--- src/rtl/des_req_scheduler.sv ---
// des_req_scheduler: round-robin front end that shares one pipelined DES core
// among NUM_REQ requesters. Each issued block carries a {valid,id} token down a
// pipe that moves in lockstep with the core, so the result can be tagged with
// its requester on the response port. When the consumer backpressures a valid
// result, des_en drops and the core and token pipe freeze together, so no
// result is ever lost.
//
// Optional build macro DES_SCHED_PERF_EN adds the perf_clr input and the
// saturating perf_issued / perf_stall counters.
module des_req_scheduler #(
    parameter int NUM_REQ = 4,
    parameter int ID_W    = 2,
    parameter int LATENCY = 18
) (
    input  logic                  clk,
    input  logic                  reset_n,
    input  logic [NUM_REQ-1:0]    req_valid,
    output logic [NUM_REQ-1:0]    req_ready,
    input  logic [NUM_REQ*64-1:0] req_plaintext,
    input  logic [NUM_REQ*64-1:0] req_key,
    input  logic                  halt,
    output logic [63:0]           des_plaintext,
    output logic [63:0]           des_key,
    output logic                  des_en,
    input  logic [63:0]           des_cyphertext,
    output logic                  rsp_valid,
    input  logic                  rsp_ready,
    output logic [63:0]           rsp_data,
    output logic [ID_W-1:0]       rsp_id,
    output logic                  idle
`ifdef DES_SCHED_PERF_EN
    ,
    input  logic                  perf_clr,
    output logic [31:0]           perf_issued,
    output logic [31:0]           perf_stall
`endif
);

    localparam int OCC_W = $clog2(LATENCY + 1);

    // Token pipe: entry 0 is the block sampled by the core on the last enabled
    // edge, entry LATENCY-1 lines up with des_cyphertext.
    logic [LATENCY-1:0] tok_valid;
    logic [ID_W-1:0]    tok_id [LATENCY];

    logic [ID_W-1:0]    rr_ptr;
    logic [OCC_W-1:0]   occupancy;
    logic               grant_any;
    logic [ID_W-1:0]    grant_id;
    logic               issue;
    logic               pop;

    // Response side is a direct view of the pipe tail and the core output.
    always_comb begin
        rsp_valid = tok_valid[LATENCY-1];
        rsp_id    = tok_id[LATENCY-1];
        rsp_data  = des_cyphertext;
        des_en    = !(tok_valid[LATENCY-1] && !rsp_ready);
        pop       = rsp_valid && rsp_ready;
        idle      = (occupancy == '0);
    end

    // Round-robin search: first asserted request at or after rr_ptr, wrapping.
    always_comb begin
        int idx;
        // NOTE: every variable gets a default before any conditional path, so
        // this block stays purely combinational instead of inferring latches.
        idx       = 0;
        grant_any = 1'b0;
        grant_id  = '0;
        if (des_en && !halt) begin
            for (int k = 0; k < NUM_REQ; k++) begin
                idx = int'(rr_ptr) + k;
                if (idx >= NUM_REQ) idx = idx - NUM_REQ;
                for (int i = 0; i < NUM_REQ; i++) begin
                    if (!grant_any && i == idx && req_valid[i]) begin
                        grant_any = 1'b1;
                        grant_id  = ID_W'(i);
                    end
                end
            end
        end
    end

    // Drive the winner's handshake and operands to the core; bubbles carry zeros.
    always_comb begin
        req_ready     = '0;
        des_plaintext = '0;
        des_key       = '0;
        for (int i = 0; i < NUM_REQ; i++) begin
            if (grant_any && grant_id == ID_W'(i)) begin
                req_ready[i]  = 1'b1;
                des_plaintext = req_plaintext[i*64 +: 64];
                des_key       = req_key[i*64 +: 64];
            end
        end
        issue = grant_any;
    end

    // Token pipe shifts only on enabled edges so it tracks the frozen core.
    always_ff @(posedge clk or negedge reset_n) begin
        if (!reset_n) begin
            // NOTE: sequential state is only ever updated with non-blocking
            // assignments so every register samples pre-edge values.
            tok_valid <= '0;
            // NOTE: tok_id is gated by tok_valid and would not strictly need a
            // reset; clearing it keeps rsp_id deterministic after reset.
            for (int i = 0; i < LATENCY; i++) tok_id[i] <= '0;
        end else if (des_en) begin
            tok_valid <= {tok_valid[LATENCY-2:0], issue};
            tok_id[0] <= grant_id;
            for (int i = 1; i < LATENCY; i++) tok_id[i] <= tok_id[i-1];
        end
    end

    // Pointer moves past the winner only when a handshake actually completes.
    always_ff @(posedge clk or negedge reset_n) begin
        if (!reset_n) begin
            rr_ptr <= '0;
        end else if (issue) begin
            rr_ptr <= (int'(grant_id) == NUM_REQ - 1) ? '0 : grant_id + ID_W'(1);
        end
    end

    // In-flight block count: +1 per issue, -1 per popped response.
    always_ff @(posedge clk or negedge reset_n) begin
        if (!reset_n) begin
            occupancy <= '0;
        end else begin
            case ({issue, pop})
                2'b10:   occupancy <= occupancy + OCC_W'(1);
                2'b01:   occupancy <= occupancy - OCC_W'(1);
                default: occupancy <= occupancy;
            endcase
        end
    end

`ifdef DES_SCHED_PERF_EN
    // Saturating event counters for accepted blocks and stalled cycles.
    always_ff @(posedge clk or negedge reset_n) begin
        if (!reset_n) begin
            perf_issued <= '0;
            perf_stall  <= '0;
        end else if (perf_clr) begin
            perf_issued <= '0;
            perf_stall  <= '0;
        end else begin
            if (issue && perf_issued != '1) perf_issued <= perf_issued + 32'd1;
            if (!des_en && perf_stall != '1) perf_stall <= perf_stall + 32'd1;
        end
    end
`endif

endmodule

--- config.mk ---
export PLATFORM = sky130hd
export DESIGN_NAME = des_req_scheduler
export DESIGN_NICKNAME = d
export VERILOG_FILES = /design/src/rtl/des_req_scheduler.sv
export SDC_FILE = /design/constraint.sdc
export NUM_CORES = 1
export LEC_CHECK = 0
export BUFFER_PORTS_ARGS = -buffer_cell sky130_fd_sc_hd__buf_2
export CORE_AREA = 2 2 303 305
export CTS_BUF_LIST = sky130_fd_sc_hd__clkbuf_16
export DETAILED_ROUTE_END_ITERATION = 10
export DIE_AREA = 0 0 305 307
export PLACE_DENSITY = 0.3
export SYNTH_ARGS = -nofsm -noshare
export SYNTH_HDL_FRONTEND = slang
export SYNTH_SLANG_ARGS = --single-unit
--- constraint.sdc ---
create_clock -name clk -period 4.3 [get_ports clk]
set_input_delay 0.86 -clock clk [delete_from_list [all_inputs] [get_ports clk]]
set_output_delay 0.86 -clock clk [all_outputs]
set_load 0.01 [all_outputs]
Word-level counts from Yosys, hierarchy flattened --
Index checks and enable logic that the tools add are counted.
Word-level totals: flip-flop bits (word level) 61, output and inout bits 201, word-level logic and storage cells 186
Operators by class: $add $sub $neg 10, magnitude comparators 4, equal/unequal tests 18, multiplexer cells 70, reduce and logical (&&, ||, !) cells 63
Operators by type and width (count):
- 64-bit 2-to-1 mux | 8
- 3-bit by 32-bit equality test with 1-bit output, first input constant | 8
- 32-bit 2-to-1 mux | 8
- 2-bit by 32-bit equality test with 1-bit output, first input constant | 4
- 32-bit logical NOT | 4
- 1-bit logical AND | 38
- 1-bit 2-to-1 mux | 37
- 2-bit 2-to-1 mux | 16
- 1-bit logical NOT | 18
- 3-bit by 3-bit subtractor with 4-bit output, second input constant | 3
- 5-bit case mux with 2 select lines | 1
- 3-bit greater-or-equal comparator, second input constant | 3
- 2-bit by 2-bit adder with 3-bit output, second input constant | 2
- 2-bit by 1-bit equality test with 1-bit output, second input constant | 3
- 2-bit equality test, second input constant | 3
- 5-bit by 1-bit adder with 5-bit output, second input constant | 1
- 5-bit logical NOT | 1
- 5-bit by 1-bit subtractor with 5-bit output, second input constant | 1
- 2-bit by 3-bit subtractor with 4-bit output, second input constant | 1
- 2-bit by 1-bit adder with 3-bit output, second input constant | 1
- 2-bit by 3-bit greater-or-equal comparator with 1-bit output, second input constant | 1
- 2-bit by 1-bit adder with 2-bit output, second input constant | 1
- 2-bit logical NOT | 1
- 2-bit nonzero test | 1

Logic depth before layout (Yosys ltp) --
Gate-level depths: netlist of the first run.
word-level depth 90, gate-level depth with buffers 14, mapped depth without buffers 10

Least setup slack after synthesis of the first run --
No wires, ideal clock.
path type input-to-output, start point in rsp_ready, end point out des_key[53], arrival 2968 ps, required time 3440 ps, setup slack 472 ps, stages 14, buffers on the path 4, cells stage by stage nor2b_1 buf_2 nor3_4 inv_2 nor4_4 inv_1 ha_1 buf_2 and2b_4 buf_6 buf_6 a221oi_1 a211o_1 a21oi_1
Between the ends: word-level cells in the longest chain between the ends 11, elaborated cells on any way between the ends 18
Ends and longest elaborated chain:
- start, declared | RTL line 27 | input logic rsp_ready,
- 1-bit logical NOT (*) | RTL line 58 | des_en = !(tok_valid[LATENCY-1] && !rsp_ready);
- 1-bit logical AND (*) | RTL line 58
- 1-bit logical NOT (*) | RTL line 58
- 1-bit logical AND (*) | RTL line 71 | if (des_en && !halt) begin
- 2-bit 2-to-1 mux (*) | RTL line 71
- named net grant_id[0] | RTL line 49 | logic [ID_W-1:0] grant_id;
- 2-bit logical NOT | RTL line 91 | if (grant_any && grant_id == ID_W'(i)) begin
- 1-bit logical AND | RTL line 91
- 64-bit 2-to-1 mux (3 in series) | RTL line 91
- 64-bit 2-to-1 mux (*) | RTL line 91
- end, declared | RTL line 23 | output logic [63:0] des_key,
The timed path passes the listed nets; every way through them passes the cells marked *.

Worst setup path in the final report of the first run --
start point in req_valid[1], end point out des_key[45]
Between the ends: word-level cells in the longest chain between the ends 79, elaborated cells on any way between the ends 101
Ends and longest elaborated chain:
- start, declared | RTL line 17 | input logic [NUM_REQ-1:0] req_valid,
- 1-bit logical AND | RTL line 76 | if (!grant_any && i == idx && req_valid[i]) begin
- 1-bit 2-to-1 mux | RTL line 76
- 1-bit 2-to-1 mux | RTL line 71
- 1-bit logical NOT | RTL line 76
- 1-bit logical AND (2 in series) | RTL line 76
- 1-bit 2-to-1 mux | RTL line 76
- 1-bit 2-to-1 mux | RTL line 71
- 1-bit logical NOT | RTL line 76
- [... 60 more ...]
- 1-bit logical AND (2 in series) | RTL line 76
- 2-bit 2-to-1 mux (*) | RTL line 76
- 2-bit 2-to-1 mux (*) | RTL line 71
- named net grant_id[0] | RTL line 49
- 2-bit logical NOT | RTL line 91
- 1-bit logical AND | RTL line 91
- 64-bit 2-to-1 mux (3 in series) | RTL line 91
- 64-bit 2-to-1 mux (*) | RTL line 91
The timed path passes the listed nets; every way through them passes the cells marked *. The select of a mux whose other input is x is not followed.

==> impl_metrics.env, run 1 <==
export IMPL_setup_viol_count_final=0
export IMPL_ant_nets=0
export IMPL_ios=785
export IMPL_yosysWarningCount=0
export IMPL_grtUsageTotal=0.09025
export IMPL_p_int_mw=2.718
export IMPL_switching_share=0.4384
export IMPL_start_kind="input port"
export IMPL_path_common_cell="buf_4"
export IMPL_tritoncts="yes"
export IMPL_vdd_drop_max_v=0.0003099
export IMPL_max_stage_delay_ns=0.29
export IMPL_crit_type="in2out"
export IMPL_vias=10590
export IMPL_drive_gt1_frac=0.4699
export IMPL_p_leak_nw=6.627
export IMPL_rsz0062_at_grt="no"
export IMPL_critPathTopFamily="buffers and inverters"
export IMPL_synthArstFlopShare=1.000
export IMPL_htree_num_levels=3
export IMPL_synthesis_area_sq_um=7792
export IMPL_placed_area_sq_um=12400
export IMPL_rr_endpoint="occupancy[4]"
export IMPL_worstSkewPairLatency_ns=0.32
export IMPL_holdWs_ns=0.4592
export IMPL_yosysTopAreaCell="dfrtp_1"
export IMPL_setup_ws_ns=0.2178
export IMPL_drv_slew=0
export IMPL_worst_pin_slew_ns=0.8371
export IMPL_synth_seq_cells=61
export IMPL_crit_chain="buf_2 > nor4_2 > nor3_4 > inv_4 > nor4_4 > buf_4 > ha_4 > buf_4 > buf_12 > o21ai_0 > a22oi_1 > nor2_1 > buf_4 > buf_2"
export IMPL_routed_wl_mm=45.87
export IMPL_critical_path_max_fanout=54
export IMPL_grt_pass1_vias=10660
export IMPL_cpMaxStageDelayCell="nor4_4"
export IMPL_ctsLongestPathBuffers=2
export IMPL_cp_data_required_time_ns=3.44
export IMPL_layout_min_cycle_time_ns=4.082
export IMPL_clk_pin_slew_ns=0.05
export IMPL_syn2layout_area_growth_pct=62.52
export IMPL_synthTopCellsByArea="dfrtp_1 (20%), a21oi_1 (14%), a22oi_1 (7.6%)"
export IMPL_cp_depth=14
export IMPL_port_buffers=656
export IMPL_dieArea_sq_um=93640
export IMPL_drv_cap=0
export IMPL_p_seq_frac=0.203
export IMPL_post_route_util=0.1396
export IMPL_dp_slack_ns=-0.08632
export IMPL_hpwl_mm=37.87
export IMPL_ys_types=43
export IMPL_avgSynthCellArea_sq_um=6.689
export IMPL_rows=111
export IMPL_grt_max_degree=133
export IMPL_antenna_found_initial=11
export IMPL_cts_made_buffers=9
export IMPL_status="finished, final reports clean"
export IMPL_cts_hold_buf=0
export IMPL_cp_num_buf_inv=7
export IMPL_cp_arrival_ns=3.22
export IMPL_endpoint_kind="output port"
export IMPL_p_per_area_nw_per_um2=382.1
export IMPL_drtIter0Drc=722
export IMPL_synth_edf_count=0
export IMPL_yosys_area_top_type_share=0.1959
export IMPL_p_clk_frac=0.126
export IMPL_final_area_sq_um=12660
export IMPL_ys_flop_type="dfrtp_1"
export IMPL_synth_common_cells="a21oi_1 (211), nand2_1 (136), inv_1 (132), nor2_1 (84), o21ai_0 (81)"
export IMPL_r2r_start="tok_valid[17]"
export IMPL_vias_per_cell=3.631
export IMPL_ff2ff_setup_slack_ns=1.52
export IMPL_ff2ff_path_depth=11
export IMPL_post_drt_wl_per_cell_um=15.72
export IMPL_max_slew_margin=0.4419
export IMPL_synth_nets=1757
export IMPL_tns_ns=0
export IMPL_placed_cells=2900
export IMPL_yosysSeqAreaShare=0.1959
export IMPL_cts_sinks=61
export IMPL_grt_overflow=0
export IMPL_grt_pass1_wl_mm=65.14
export IMPL_crit_start="req_valid[1]"
export IMPL_syn_instance_count=1165
export IMPL_drt_first_pass_iters=5
export IMPL_fin_crit_sh=0.9494
export IMPL_nNetsFinal=2317
export IMPL_hold_class="reg2reg"
export IMPL_skew_ns=0.005636
export IMPL_finalPower_mw=4.840
export IMPL_fmax_mhz=245.0
export IMPL_gp_congestion=0.8840
export IMPL_core_area_sq_um=90690
export IMPL_fp_dieW_um=305
export IMPL_p_switching_mw=2.122
export IMPL_crit_end="des_key[45]"
export IMPL_yosys_cell_count_top_type="a21oi_1"
export IMPL_start_util=0.08592
export IMPL_pwr_share_comb=0.671
export IMPL_hold_viol_final=0
export IMPL_drc=0
export IMPL_cts_root_buf="clkbuf_16"
export IMPL_die_h_um=307
export IMPL_stdcell_count=2917
[layout make-up]
class | instances | area, sq um
antenna | 3 | 7.507
timing repair buffer | 734 | 4096
fill | 10620 | 78030
tap | 1186 | 1484
clock buffer | 9 | 225.2
clock inverter | 5 | 21.27
inverter | 134 | 505.5
sequential | 61 | 1526
multi-input combinational | 785 | 4798
[kinds of logic (layout without fill, tap and decap cells)]
family,after synthesis,after routing,share of synthesized area
AOI/OAI and AO/OA,478,478,0.3821
xor gates and xnor gates,5,5,0.005620
adders and majority gates,8,8,0.01285
buffers and inverters,319,882,0.1977
DFF,61,61,0.1959
muxes,51,51,0.07370
other,0,3,0
and+or+nand+nor,243,243,0.1321
[power by group through the flow]
stage | Sequential (mW) | Clock [mW] | Combinational (mW)
4_1_cts | 0.981 | 0.644 | 3.31
6_report | 0.980 | 0.610 | 3.25
5_1_grt | 1.02 | 0.669 | 3.61
2_1_floorplan | 0.929 | 0 | 2.08
3_3_place_gp | 0.986 | 0 | 3.29
3_5_place_dp | 0.991 | 0 | 3.29
[per-layer routing]
layer | global-route usage | up-vias | share of wire
met3 | 0.02957 | 78 | 0.090
met5 | 0 | - | 0.0010
met2 | 0.1602 | 530 | 0.50
met1 | 0.1007 | 4868 | 0.38
met4 | 0.03108 | 8 | 0.032
li1 | - | 5108 | -
[sequential cells by signal, indices dropped and copies added, names as in the netlist]
name	cells
tok_valid	18
occupancy	5
rsp_id	2
tok_id	34
rr_ptr	2
[worst min-delay path by stage]
| stage | to | depth (start not counted) | slack [ns] | startpoint |
|---|---|---|---|---|
| after floorplan | tok_valid[17] | 1 | 0.43 | tok_valid[16] |
| after global placement | tok_valid[17] | 1 | 0.46 | tok_valid[16] |
| after detailed placement | tok_valid[17] | 1 | 0.45 | tok_valid[16] |
| after CTS | tok_valid[17] | 1 | 0.47 | tok_valid[16] |
| after global routing | tok_valid[17] | 1 | 0.49 | tok_valid[16] |
| final | tok_valid[17] | 1 | 0.46 | tok_valid[16] |
[cells in the final DEF, fill, tap and decap left out, types with 5 or more instances in the layout]
| cell type | count |
|---|---|
| mux2_2 | 51 |
| o21ai_0 | 81 |
| buf_12 | 18 |
| nand2_1 | 136 |
| and2_1 | 5 |
| buf_4 | 61 |
| nor2_1 | 84 |
| a211o_1 | 49 |
| a221oi_1 | 48 |
| a22oi_1 | 79 |
| a21oi_1 | 211 |
| inv_1 | 132 |
| buf_2 | 655 |
| dfrtp_1 | 61 |
| clkbuf_16 | 9 |
[what timing repair did]
action                                 4_1_cts  5_1_grt
pin swaps                                    0        2
setup endpoints to repair                    1       26
endpoints found under the hold margin        0        0
setup buffers                                0        1
resized for setup                            1        2
Power figures use the tool's default switching activity.
==> run 2: changes to the inputs <==
--- a/config.mk
+++ b/config.mk
@@ -10,6 +10,8 @@
 export CTS_BUF_LIST = sky130_fd_sc_hd__clkbuf_16
 export DETAILED_ROUTE_END_ITERATION = 10
 export DIE_AREA = 0 0 305 307
+export GPL_TIMING_DRIVEN = 0
+export HOLD_SLACK_MARGIN = 0.08
 export PLACE_DENSITY = 0.3
 export SYNTH_ARGS = -nofsm -noshare
 export SYNTH_HDL_FRONTEND = slang
==> run 2 against run 1 <==
  * Core utilization is 1.7 points higher
  * Critical path depth is 4 higher
  * Global-route usage rose by 3.6 points
  * Final cell count up 6.7%
  * Sequential share of layout area down 1.3 points
  * Clock power increased by 22%
  * Sequential cell count unchanged
  * Non-clock buffer count up 190
  * Wire length grew 40%
  * Cell area is 12% higher
  * Combinational power grew 24%
  * Register-to-register slack worse by 0.57 ns
  * Critical endpoint is now des_plaintext[61]
==> impl_metrics.env, run 2 (synthesis gave the netlist of run 1 again) <==
export IMPL_regArea_sq_um=1526
export IMPL_routed_wl_mm=64.14
export IMPL_start_kind="input port"
export IMPL_drtIter0Drc=837
export IMPL_fin_crit_sh=0.9826
export IMPL_setup_ws_ns=0.07480
export IMPL_skew_ns=0.003670
export IMPL_tritoncts="yes"
export IMPL_vias=11870
export IMPL_stdcell_count=3111
export IMPL_rsz0062_at_grt="yes"
export IMPL_rows=111
export IMPL_vdd_drop_max_v=0.0002391
export IMPL_worstSkewPairLatency_ns=0.32
export IMPL_mostFrequentLayoutCells="buf_2 (723), a21oi_1 (194), nand2_1 (136)"
export IMPL_max_slew_margin=0.4434
export IMPL_grt_pass1_wl_mm=86.04
export IMPL_setup_viol_count_final=0
export IMPL_ctsLongestPathBuffers=2
export IMPL_start_util=0.08592
export IMPL_die_h_um=307
export IMPL_worst_pin_slew_ns=0.8348
export IMPL_cts_root_buf="clkbuf_16"
export IMPL_drt_first_pass_iters=5
export IMPL_hold_viol_final=0
export IMPL_p_leak_nw=7.540
export IMPL_syn2layout_area_growth_pct=82.84
export IMPL_htree_num_levels=3
export IMPL_hold_class="reg2reg"
export IMPL_post_route_util=0.1571
export IMPL_grt_overflow=0
export IMPL_layout_min_cycle_time_ns=4.225
export IMPL_largest_reg_flops=34
export IMPL_drive_gt1_frac=0.5349
export IMPL_placed_area_sq_um=12880
export IMPL_ios=785
export IMPL_cp_data_required_time_ns=3.44
export IMPL_grt_pass1_vias=12080
export IMPL_status="finished, final reports clean"
export IMPL_multi_input_area_sq_um=5001
export IMPL_final_area_sq_um=14250
export IMPL_drc=0
export IMPL_dieArea_sq_um=93640
export IMPL_endpoint_kind="output port"
export IMPL_core_area_sq_um=90690
export IMPL_cts_sinks=61
export IMPL_post_drt_wl_per_cell_um=20.62
export IMPL_grt_max_degree=62
export IMPL_antenna_found_initial=13
export IMPL_ant_nets=0
export IMPL_p_per_area_nw_per_um2=403.2
export IMPL_cts_hold_buf=0
export IMPL_layout_commonest_cell="buf_2"
export IMPL_hpwl_mm=52.91
export IMPL_dp_slack_ns=-2.195
export IMPL_fp_dieW_um=305
export IMPL_clk_pin_slew_ns=0.05
export IMPL_drv_cap=0
export IMPL_top_register="tok_id"
export IMPL_nNetsFinal=2507
export IMPL_cts_made_buffers=9
export IMPL_critical_path_max_fanout=7
export IMPL_gp_congestion=0.9078
export IMPL_fmax_mhz=236.7
export IMPL_cp_arrival_ns=3.37
export IMPL_drv_slew=0
export IMPL_crit_type="in2out"
export IMPL_reg_largest_list="tok_id (34), tok_valid (18), occupancy (5)"
export IMPL_placed_cells=3071
export IMPL_port_buffers=720
export IMPL_grtUsageTotal=0.1263
export IMPL_n_fill_cell=10640
export IMPL_vias_per_cell=3.815
==> run 2: cell count changes in the layout (fill, tap and decap cells not counted), moves of 10 or more <==
cell	delta
clkbuf_4	+11
buf_6	+13
a21oi_2	+15
a21oi_1	-17
buf_2	+68
clkbuf_2	+32
clkbuf_1	+14
a221oi_1	-10
buf_4	+42
==> run 2: repair_timing <==
item,in CTS,in global routing
gates resized for setup,201,43
setup endpoints to repair,132,85
cloned,2,1
pin swaps,17,13
buffers inserted,18,0
==> run 2: final cells by class <==
cell class                 instances  share of cell area
antenna                            5           0.0008782
tap                             1186              0.1042
multi-input combinational        785              0.3510
clock buffer                       9             0.01581
sequential                        61              0.1071
inverter                         134             0.03662
timing repair buffer             741              0.2741
clock inverter                     7            0.005708
buffer                           183              0.1046
==> run 2: through the flow <==
step           hold WS [ns]  power [mW]  setup TNS, ns
2_1_floorplan        0.4285       3.005              0
3_3_place_gp         0.4535       4.526        -247.08
3_5_place_dp         0.4648       4.547        -232.87
4_1_cts              0.4705       5.777       -0.01792
5_1_grt              0.4913       6.198        -0.2058
6_report             0.4713       5.744              0
==> run 2: report_power, final <==
group,leakage [nW],switching (mW),total [mW],internal (mW)
clock network,0.155,0.245,0.744,0.498
logic,6.61,2.22,4.03,1.81
registers,0.772,0.134,0.966,0.832
==> run 2: final timing paths <==
check	start	endpoint	slack [ns]	depth (start not counted)
worst max-delay path	req_valid[2]	des_plaintext[61]	0.07	18
worst min-delay path	occupancy[4]	occupancy[4]	0.47	1
worst max register to register	tok_valid[17]	occupancy[4]	0.95	15
worst min register to register	occupancy[4]	occupancy[4]	0.47	1
max in group asynchronous	reset_n	occupancy[3]	3.15	1
min in group asynchronous	reset_n	tok_id[14]	0.62	1
==> run 2: worst max-delay path: stages <==
cell and delay, ns:
buf_4 0.13, nor4_4 0.32, nor3_4 0.08, buf_12 0.15, inv_16 0.06, nor4_4 0.03
buf_6 0.15, inv_4 0.06, ha_4 0.13, buf_12 0.12, and2b_4 0.24, buf_12 0.16
buf_12 0.14, buf_4 0.12, a221oi_2 0.05, a211o_1 0.27, a21oi_1 0.11, buf_2 0.16
==> run 2: routing by layer <==
layer / vias up / global-route usage / wire, um
met5: - / 0 / 34
met1: 5666 / 0.1530 / 26580
met2: 644 / 0.2217 / 31210
met4: 4 / 0.02867 / 1409
li1: 5495 / - / -
met3: 58 / 0.03384 / 4908
==> run 3: changes to the inputs <==
--- a/config.mk
+++ b/config.mk
@@ -6,10 +6,10 @@
 export NUM_CORES = 1
 export LEC_CHECK = 0
 export BUFFER_PORTS_ARGS = -buffer_cell sky130_fd_sc_hd__buf_2
-export CORE_AREA = 2 2 303 305
+export CORE_AREA = 5 5 301 303
 export CTS_BUF_LIST = sky130_fd_sc_hd__clkbuf_16
 export DETAILED_ROUTE_END_ITERATION = 10
-export DIE_AREA = 0 0 305 307
+export DIE_AREA = 0 0 306 308
 export GPL_TIMING_DRIVEN = 0
 export HOLD_SLACK_MARGIN = 0.08
 export PLACE_DENSITY = 0.3
==> run 3 against run 2 <==
  * Die area rose by 0.65%
  * Worst setup slack got worse by 0.0059 ns
  * Count of clock-buffer cells in the layout did not move
  * Core utilization rose by 0.45 points
  * Largest cell class unchanged
  * Sequential power barely moved
  * Hold slack got worse by 0.017 ns
  * Register-to-register slack improved by 0.19 ns
  * Combinational power fell by 2%
  * Cell area fell by 0.51%
  * Sequential share of layout area rose by 0.055 points
  * Fmax fell by 0.14%
  * Critical path type unchanged
  * Sequential cell count did not move
==> impl_metrics.env, run 3 (synthesis gave the netlist of run 1 again) <==
export IMPL_status="finished, final reports clean"
export IMPL_max_stage_delay_ns=0.32
export IMPL_dieArea_sq_um=94250
export IMPL_cts_sinks=61
export IMPL_gp_congestion=0.8940
export IMPL_drtIter0Drc=773
export IMPL_rows=109
export IMPL_vdd_drop_max_v=0.0001667
export IMPL_grt_pass1_vias=12510
export IMPL_crit_start="req_valid[3]"
export IMPL_core_area_sq_um=87690
export IMPL_ctsLongestPathBuffers=2
export IMPL_grt_max_degree=36
export IMPL_r2r_start="tok_valid[17]"
export IMPL_vias_per_cell=3.828
export IMPL_start_util=0.08886
export IMPL_placed_cells=3051
export IMPL_grt_overflow=0
export IMPL_hold_class="reg2reg"
export IMPL_top_register="tok_id"
export IMPL_drv_cap=0
export IMPL_setup_ws_ns=0.06891
export IMPL_drv_slew=0
export IMPL_worstSkewPairLatency_ns=0.32
export IMPL_die_h_um=308
export IMPL_start_kind="input port"
export IMPL_grtUsageTotal=0.1271
export IMPL_p_leak_nw=7.526
export IMPL_n_fill_cell=10270
export IMPL_layout_commonest_cell="buf_2"
export IMPL_cts_root_buf="clkbuf_16"
export IMPL_drt_first_pass_iters=6
export IMPL_endpoint_kind="output port"
export IMPL_crit_chain="buf_2 > nor4_4 > nor3_4 > buf_12 > inv_16 > nor4_4 > buf_6 > inv_4 > ha_4 > buf_12 > and2b_4 > buf_12 > buf_12 > a221oi_1 > a211o_1 > a21oi_2 > buf_2"
export IMPL_post_route_util=0.1616
export IMPL_cts_made_buffers=9
export IMPL_fmax_mhz=236.3
export IMPL_rsz0062_at_grt="yes"
export IMPL_dp_slack_ns=-2.339
export IMPL_ios=785
export IMPL_mostFrequentLayoutCells="buf_2 (732), a21oi_1 (200), nand2_1 (136)"
export IMPL_fin_crit_sh=0.9840
export IMPL_hold_path_startpoint="tok_valid[16]"
export IMPL_worst_pin_slew_ns=0.6756
export IMPL_ff2ff_setup_slack_ns=1.14
export IMPL_syn2layout_area_growth_pct=81.90
export IMPL_antenna_found_initial=15
export IMPL_tritoncts="yes"
export IMPL_fp_dieW_um=306
export IMPL_nNetsFinal=2505
export IMPL_cts_hold_buf=0
export IMPL_cp_data_required_time_ns=3.44
export IMPL_max_slew_margin=0.5496
export IMPL_skew_ns=0.008545
export IMPL_path_common_cell="buf_12"
export IMPL_critical_path_max_fanout=6
export IMPL_layout_min_cycle_time_ns=4.231
export IMPL_ant_nets=0
export IMPL_port_buffers=720
export IMPL_p_per_area_nw_per_um2=390.8
export IMPL_stdcell_count=3096
export IMPL_cp_arrival_ns=3.37
export IMPL_post_drt_wl_per_cell_um=21.48
export IMPL_largest_reg_flops=34
export IMPL_routed_wl_mm=66.49
export IMPL_crit_type="in2out"
export IMPL_reg_largest_list="tok_id (34), tok_valid (18), occupancy (5)"
export IMPL_finalPower_mw=5.540
export IMPL_cpMaxStageDelayCell="nor4_4"
export IMPL_clk_pin_slew_ns=0.05
export IMPL_drc=0
export IMPL_grt_pass1_wl_mm=88.50
export IMPL_setup_viol_count_final=0
export IMPL_hold_viol_final=0
export IMPL_drive_gt1_frac=0.5300
export IMPL_htree_num_levels=3
export IMPL_vias=11850
export IMPL_hpwl_mm=55.91
==> run 3: timing repair <==
| action | in CTS | in global routing |
|---|---|---|
| pin swaps | 16 | 15 |
| gates resized for setup | 170 | 92 |
| buffers inserted | 8 | 6 |
| cloned | 1 | 4 |
| endpoints found under the setup margin | 132 | 127 |
==> run 3: path summary, 6_finish.rpt <==
| path | endpoint | cells past startpoint |
|---|---|---|
| max | des_plaintext[62] | 17 |
| min | tok_valid[17] | 1 |
| max reg2reg | occupancy[4] | 14 |
| min reg2reg | tok_valid[17] | 1 |
| max in group asynchronous | occupancy[0] | 2 |
| min in group asynchronous | tok_id[3] | 1 |
==> run 3: final cells by class <==
type,instances,area [sq um],share of cell area
multi-input combinational,785,4954,0.3495
buffer,183,1488,0.1050
tap,1165,1458,0.1028
timing repair buffer,739,3935,0.2776
clock buffer,9,225.2,0.01589
inverter,134,521.8,0.03681
antenna,14,35.03,0.002472
sequential,61,1526,0.1077
clock inverter,6,32.53,0.002295
==> run 3: layer usage <==
layer  wire, um  vias up  GRT usage
met5         13        -          0
met4       1795        2    0.03442
met3       5652       69    0.03207
met2      33130      645     0.2261
met1      25910     5634     0.1526
li1           -     5502          -
==> run 3: report_power, final <==
part | total (mW) | switching [mW] | internal, mW
clock | 0.616 | 0.237 | 0.379
combinational | 3.96 | 2.17 | 1.79
sequential | 0.965 | 0.133 | 0.832
total | 5.54 | 2.54 | 3.00
==> run 3: metrics by stage <==
step                       TNS, ns  area [sq um]  hold slack (ns)
after floorplan                  0          7792           0.4285
after global placement     -224.64         12850           0.4362
after detailed placement   -200.24         12870           0.4484
after CTS                  -0.8193         13750           0.4590
after global routing      -0.03339         14150           0.4699
final                            0         14170           0.4545
==> run 3: worst max-delay path, delay by kind of cell <==
| kind | cells | cell delay, ns |
|---|---|---|
| compound gates | 3 | 0.52 |
| buf+inv | 9 | 1.19 |
| simple gates | 4 | 0.67 |
| fa+ha+maj | 1 | 0.13 |
